--- src/rtl/seq_det_pkg.sv ---
// Shared definitions for the parametrised serial sequence detector:
// reset defaults, the configuration record and a width helper.
package seq_det_pkg;

    // Widest pattern the configuration record can carry.
    localparam int MAX_PAT_W = 32;

    // Reset defaults used by the top level.
    localparam logic [3:0] DEF_PATTERN_4 = 4'b1010;
    localparam int         DEF_CNT_W     = 8;

    // Runtime configuration. Fields are sized for the widest pattern;
    // bits above PAT_W stay zero so they never influence a compare.
    typedef struct packed {
        logic [MAX_PAT_W-1:0] pattern;
        logic [MAX_PAT_W-1:0] mask;
        logic                 overlap;
    } seq_cfg_t;

    // Ceiling log2, used to size the fill counter (argument is PAT_W+1).
    function automatic int clog2(input int value);
        int result;
        int one;
        result = 0;
        one    = 1;
        for (int i = 0; i < 31; i++) begin
            if ((one << i) < value) begin
                result = i + 1;
            end else begin
                result = result;
            end
        end
        return result;
    endfunction

endpackage

--- src/rtl/seq_det_window.sv ---
// Serial history window: shift register of accepted bits plus a saturating
// fill counter telling how many bits since the last clear/restart are valid.
module seq_det_window
    import seq_det_pkg::*;
#(
    parameter int PAT_W  = 4,
    parameter int FILL_W = clog2(PAT_W + 1)
) (
    input  logic             clk,
    input  logic             reset,
    input  logic             shift_en,
    input  logic             x,
    input  logic             clear,
    input  logic             restart_fill,
    output logic [PAT_W-1:0] history_n,
    output logic             full_n
);

    localparam logic [FILL_W-1:0] FILL_MAX  = FILL_W'(PAT_W);
    localparam logic [FILL_W-1:0] FILL_ONE  = FILL_W'(1);
    localparam logic [FILL_W-1:0] FILL_ZERO = {FILL_W{1'b0}};

    logic [PAT_W-1:0]  history_q;
    logic [FILL_W-1:0] fill_q;
    logic [FILL_W-1:0] fill_inc_s;

    // Next history/fill as they would be after this edge; full_n is only
    // asserted when a bit is actually shifted in.
    always_comb begin
        history_n  = history_q;
        fill_inc_s = fill_q;
        full_n     = 1'b0;
        if (fill_q == FILL_MAX) begin
            fill_inc_s = FILL_MAX;
        end else begin
            fill_inc_s = fill_q + FILL_ONE;
        end
        if (shift_en) begin
            history_n = {history_q[PAT_W-2:0], x};
            full_n    = (fill_inc_s == FILL_MAX);
        end else begin
            history_n = history_q;
            full_n    = 1'b0;
        end
    end

    // Window registers; a non-overlap hit restarts the fill count while
    // the history keeps shifting.
    always_ff @(posedge clk) begin
        if (reset || clear) begin
            history_q <= {PAT_W{1'b0}};
            fill_q    <= FILL_ZERO;
        end else if (shift_en) begin
            history_q <= history_n;
            fill_q    <= restart_fill ? FILL_ZERO : fill_inc_s;
        end else begin
            history_q <= history_q;
            fill_q    <= fill_q;
        end
    end

endmodule

--- src/rtl/seq_det_param.sv ---
// Parametrised serial sequence detector: programmable pattern with per-bit
// don't-care mask, overlap/non-overlap modes, one-cycle detect pulse and a
// saturating match counter.
module seq_det_param
    import seq_det_pkg::*;
#(
    parameter int               PAT_W       = 4,
    parameter logic [PAT_W-1:0] DEF_PATTERN = PAT_W'(DEF_PATTERN_4),
    parameter bit               DEF_OVERLAP = 1'b1,
    parameter int               CNT_W       = DEF_CNT_W
) (
    input  logic             clk,
    input  logic             reset,
    input  logic             x_valid,
    input  logic             x,
    input  logic             cfg_load,
    input  logic [PAT_W-1:0] cfg_pattern,
    input  logic [PAT_W-1:0] cfg_mask,
    input  logic             cfg_overlap,
    output logic             detect,
    output logic [CNT_W-1:0] match_count,
    output logic             count_sat
);

    localparam seq_cfg_t RST_CFG = '{
        pattern: MAX_PAT_W'(DEF_PATTERN),
        mask:    MAX_PAT_W'({PAT_W{1'b1}}),
        overlap: DEF_OVERLAP
    };
    localparam logic [CNT_W-1:0] CNT_MAX  = {CNT_W{1'b1}};
    localparam logic [CNT_W-1:0] CNT_ONE  = CNT_W'(1);
    localparam logic [CNT_W-1:0] CNT_ZERO = {CNT_W{1'b0}};

    seq_cfg_t         cfg_q;
    seq_cfg_t         cfg_d;
    logic             detect_q;
    logic             detect_d;
    logic [CNT_W-1:0] count_q;
    logic [CNT_W-1:0] count_d;
    logic             sat_q;
    logic             sat_d;

    logic             shift_en_s;
    logic             hit_s;
    logic             restart_fill_s;
    logic [PAT_W-1:0] history_n_s;
    logic             full_n_s;

    // A configuration load takes priority over the data strobe: that bit is dropped.
    assign shift_en_s = x_valid & ~cfg_load;

    seq_det_window #(
        .PAT_W (PAT_W)
    ) u_window (
        .clk          (clk),
        .reset        (reset),
        .shift_en     (shift_en_s),
        .x            (x),
        .clear        (cfg_load),
        .restart_fill (restart_fill_s),
        .history_n    (history_n_s),
        .full_n       (full_n_s)
    );

    // Masked compare of the next history against the pattern, plus next
    // values for config, detect and the saturating counter.
    always_comb begin
        cfg_d          = cfg_q;
        hit_s          = 1'b0;
        restart_fill_s = 1'b0;
        detect_d       = 1'b0;
        count_d        = count_q;
        sat_d          = sat_q;

        // Compare in the full record width; upper bits are zero on both sides.
        if (shift_en_s && full_n_s &&
            (((MAX_PAT_W'(history_n_s) ^ cfg_q.pattern) & cfg_q.mask) == {MAX_PAT_W{1'b0}})) begin
            hit_s = 1'b1;
        end else begin
            hit_s = 1'b0;
        end
        restart_fill_s = hit_s & ~cfg_q.overlap;
        detect_d       = hit_s;

        if (cfg_load) begin
            cfg_d = '{
                pattern: MAX_PAT_W'(cfg_pattern),
                mask:    MAX_PAT_W'(cfg_mask),
                overlap: cfg_overlap
            };
            count_d = CNT_ZERO;
        end else if (hit_s && (count_q != CNT_MAX)) begin
            cfg_d   = cfg_q;
            count_d = count_q + CNT_ONE;
        end else begin
            cfg_d   = cfg_q;
            count_d = count_q;
        end
        sat_d = (count_d == CNT_MAX);
    end

    // Config, detect and counter registers with synchronous reset.
    always_ff @(posedge clk) begin
        if (reset) begin
            cfg_q    <= RST_CFG;
            detect_q <= 1'b0;
            count_q  <= CNT_ZERO;
            sat_q    <= 1'b0;
        end else begin
            cfg_q    <= cfg_d;
            detect_q <= detect_d;
            count_q  <= count_d;
            sat_q    <= sat_d;
        end
    end

    assign detect      = detect_q;
    assign match_count = count_q;
    assign count_sat   = sat_q;

endmodule

--- config.mk ---
export PLATFORM = sky130hd
export DESIGN_NAME = seq_det_param
export DESIGN_NICKNAME = d
export VERILOG_FILES = /design/src/rtl/seq_det_pkg.sv /design/src/rtl/seq_det_window.sv /design/src/rtl/seq_det_param.sv
export SDC_FILE = /design/constraint.sdc
export NUM_CORES = 1
export LEC_CHECK = 0
export CORE_MARGIN = 5
export CORE_UTILIZATION = 51
export DETAILED_ROUTE_END_ITERATION = 16
export GPL_TIMING_DRIVEN = 1
export MAX_ROUTING_LAYER = met4
export PLACE_DENSITY = 0.81
export SETUP_SLACK_MARGIN = 0.2
export SLEW_MARGIN = 10
export SYNTH_ARGS = -nofsm -noshare
export SYNTH_HDL_FRONTEND = slang
export SYNTH_SLANG_ARGS = --single-unit
--- constraint.sdc ---
create_clock -name clk -period 2.15 [get_ports clk]
set_input_delay 0.3225 -clock clk [delete_from_list [all_inputs] [get_ports clk]]
set_output_delay 0.3225 -clock clk [all_outputs]
set_load 0.02 [all_outputs]
==> results.tsv <==
stage	metric	value	unit
clocking	clkSlewWorstSetupHoldPaths	0.14	ns
outcome	outcome	complete, no violations	
detailed_routing	drt_iter0_drc	56	
critical_path	worstSetupPathType	reg -> reg	
detailed_routing	drt_wl_total	3230	um
logic_synthesis	synth-main-ff-cell	dfxtp_1	
grt	grt_pass1_vias	1156	
critical_path	cp_max_fo	3	
logic_synthesis	synth_top_area_share	39.4	%
clocking	numCtsBuffers	3	
clocking	clockRootBuffer	clkbuf_4	
logic_synthesis	synth_cells	142	
critical_path	ff2ff_setup_slack	0.24	ns
detailed_routing	drc	0	
hold_path	min_to	cfg_q[0]	
critical_path	regToRegStartpoint	u_window.fill_q[1]	
layout	nets	194	
timing	max_clock_freq	0.525	GHz
layout	diodes	0	
floorplan	die_area	0.00371	mm^2
logic_synthesis	ys_ff_latch	26	
floorplan	fp-row-count	18	
critical_path	cp_cell_sequence	buf_4 -> inv_1 -> ha_2 -> a211oi_2 -> buf_4 -> o21a_1 -> nand2_2 -> o311a_1	
critical_path	reg2regPathDepth	8	
critical_path	start_kind	flop	
power_and_ir_drop	power.leakage	0.742	nW
clocking	cts_max_level	1	
detailed_routing	wl_per_cell	15.7	um
clocking	ctsHoldBuffers	0	
detailed_routing	via_count	1202	
grt	grt_pass1_wl	5240	um
layout	final_layout_size_suffix_gt1_share	20.5	%
logic_synthesis	synth_cell_types	34	
critical_path	crit_path_end_kind	flop	
layout	fill_cells	201	
logic_synthesis	synth_edf_count	0	
layout	area_growth	31.0	%
floorplan	die_height	60.9	um
placement	hpwlAfterDp	2310	um
grt	grt_max_degree	15	
floorplan	core-area	0.00248	mm^2
detailed_routing	vias_per_cell	5.83	
logic_synthesis	synth.avg_cell_area	9.30	um^2
floorplan	die_x	60.9	um
placement	place_congestion	0.870	
grt	overflow	0	
logic_synthesis	synth_common_cells	dfxtp_1 (26), mux2i_1 (18), nand2_1 (18), nor2_1 (16)	
clocking	cts_tree	yes	
grt	antenna_found_initial	0	
timing	skew	0.00185	ns
critical_path	r2r-end	u_window.fill_q[2]	
power_and_ir_drop	power_density	501	mW/mm^2
critical_path	max_stage_delay	0.39	ns
grt	grt_use_total	19.5	%
detailed_routing	first_pass_iters	6	
timing	worst_pin_slew	0.506	ns
power_and_ir_drop	ir_drop	0.422	mV
hold_path	hold_path_startpoint	cfg_q[0]	
floorplan	start_util	53.3	%
timing	hold_slack	0.509	ns
logic_synthesis	yosys.area.top_type	dfxtp_1	
logic_synthesis	yosysSeqAreaShare	39.4	%
timing	slew_headroom	66.1	%
hold_path	min_path_cells	2	
clocking	clkLatencyLatePin	0.33	ns
logic_synthesis	syn-num-nets	159	
layout	fin_util	69.8	%
logic_synthesis	syn_area	0.00132	mm^2
logic_synthesis	yosysMostFrequentCell	dfxtp_1	
logic_synthesis	synthArstFlopShare	0	%
critical_path	startpoint	u_window.fill_q[1]	
floorplan	ios	24	
hold_path	hp-class	reg -> reg	
critical_path	cp.arrival	2.14	ns
clocking	cts.path.max_buffers	2	
logic_synthesis	yosysWarnings	0	
logic_synthesis	yosys-top-cells-area	dfxtp_1 (39%), mux2i_1 (14%), nand2_1 (5.1%), nor2_1 (4.5%), a41o_1 (3.0%)	
detailed_routing	final_antenna_net_count	0	
critical_path	critPathRequiredTime	2.38	ns
timing	rsz0062_at_grt	no	
flow_run	cap_violations	0	
placement	port_buffers	23	
timing	fin_crit_sh	88.7	%
critical_path	path_common_cell	buf_4	
timing	finalHoldViolations	0	
timing	fin_crit	1.91	ns
timing	final-setup-viol-count	0	
timing	slew_violations	0	
clocking	clkSinkCount	26	
critical_path	slowest_stage	dfxtp_4	
## worst max-delay path by stage
stage / depth (start not counted) / endpoint
global route: 8 / match_count[1]
global placement: 8 / match_count[7]
detailed placement: 7 / match_count[7]
finish: 8 / u_window.fill_q[2]
CTS: 8 / match_count[1]
floorplan: 8 / u_window.fill_q[2]
## sequential cells by signal, indices dropped and copies added, names as in the netlist
name,cells
cfg_q,9
count_sat,1
detect,1
match_count,8
u_window.fill_q,3
u_window.history_q,4
## cells in the final DEF (no fill, tap or decap), types with 2 or more instances in the layout
cell	netlist	routed
dlygate4sd2_1	0	2
inv_1	6	6
clkdlybuf4s50_1	0	21
a31oi_1	5	5
clkbuf_4	0	3
mux2i_1	18	18
nand2_1	18	18
nor2_1	16	16
dfxtp_1	26	22
nand3_1	6	5
buf_4	0	11
dfxtp_2	0	3
o211ai_1	3	3
a211oi_1	3	2
a21oi_1	4	4
xor2_1	2	2
a41o_1	4	4
ha_2	0	2
xnor2_1	3	3
and3_2	3	3
## worst max-delay path, delay by kind of cell (launching register included)
| family | cells | cell delay [ns] |
|---|---|---|
| AO/OA/AOI/OAI | 3 | 0.70 |
| adder cells (fa/ha/maj) | 1 | 0.28 |
| buffers and inverters | 3 | 0.34 |
| flip-flops | 1 | 0.39 |
| AND/OR/NAND/NOR | 1 | 0.10 |
## layout make-up
| class | instances | area (um^2) | share of cell area, % |
|---|---|---|---|
| Multi-Input combinational cell | 106 | 796 | 46.0 |
| Timing Repair Buffer | 34 | 310 | 17.9 |
| Clock buffer | 4 | 36.3 | 2.10 |
| Tap cell | 30 | 37.5 | 2.17 |
| Sequential cell | 26 | 528 | 30.5 |
| Inverter | 6 | 22.5 | 1.30 |
## logic make-up (layout without fill, tap and decap cells)
family | after synthesis | count (layout) | synth area share (%)
AOI/OAI and AO/OA | 28 | 28 | 17.8
xor gates and xnor gates | 5 | 5 | 3.31
adders and majority gates | 3 | 3 | 2.84
buffers and inverters | 10 | 44 | 4.54
DFF | 26 | 26 | 39.4
muxes | 19 | 19 | 14.5
and+or+nand+nor | 51 | 51 | 17.6
## per-stage QoR
stage / cells / setup WS, ns / setup TNS (ns) / area (um^2) / total power, mW
CTS: 205 / 0.206 / 0 / 1680 / 0.866
global placement: 201 / -0.229 / -2.16 / 1630 / 0.616
finish: 206 / 0.244 / 0 / 1730 / 0.867
floorplan: 142 / 0.229 / 0 / 1320 / 0.577
detailed placement: 201 / -0.362 / -2.99 / 1630 / 0.622
global route: 206 / 0.197 / 0 / 1730 / 0.900
## per-layer routing
layer	up-vias	global-route usage [%]	part of all wire, %
met5	-	-	0
met4	0	8.36	1.7
met3	9	3.62	5.7
met2	42	31.6	50
met1	571	23.6	43
li1	580	-	-
## timing repair
item,4_1_cts,5_1_grt
pin swaps,4,1
endpoints found under the setup margin,11,10
setup buffers,0,1
resized for setup,8,11
## power by group
part	switching (mW)	total, mW	internal [mW]
logic	0.0544	0.111	0.0567
registers	0.0104	0.504	0.493
clock network	0.148	0.252	0.104
total	0.213	0.867	0.654
No activity file was read; power rests on OpenSTA's default activity.
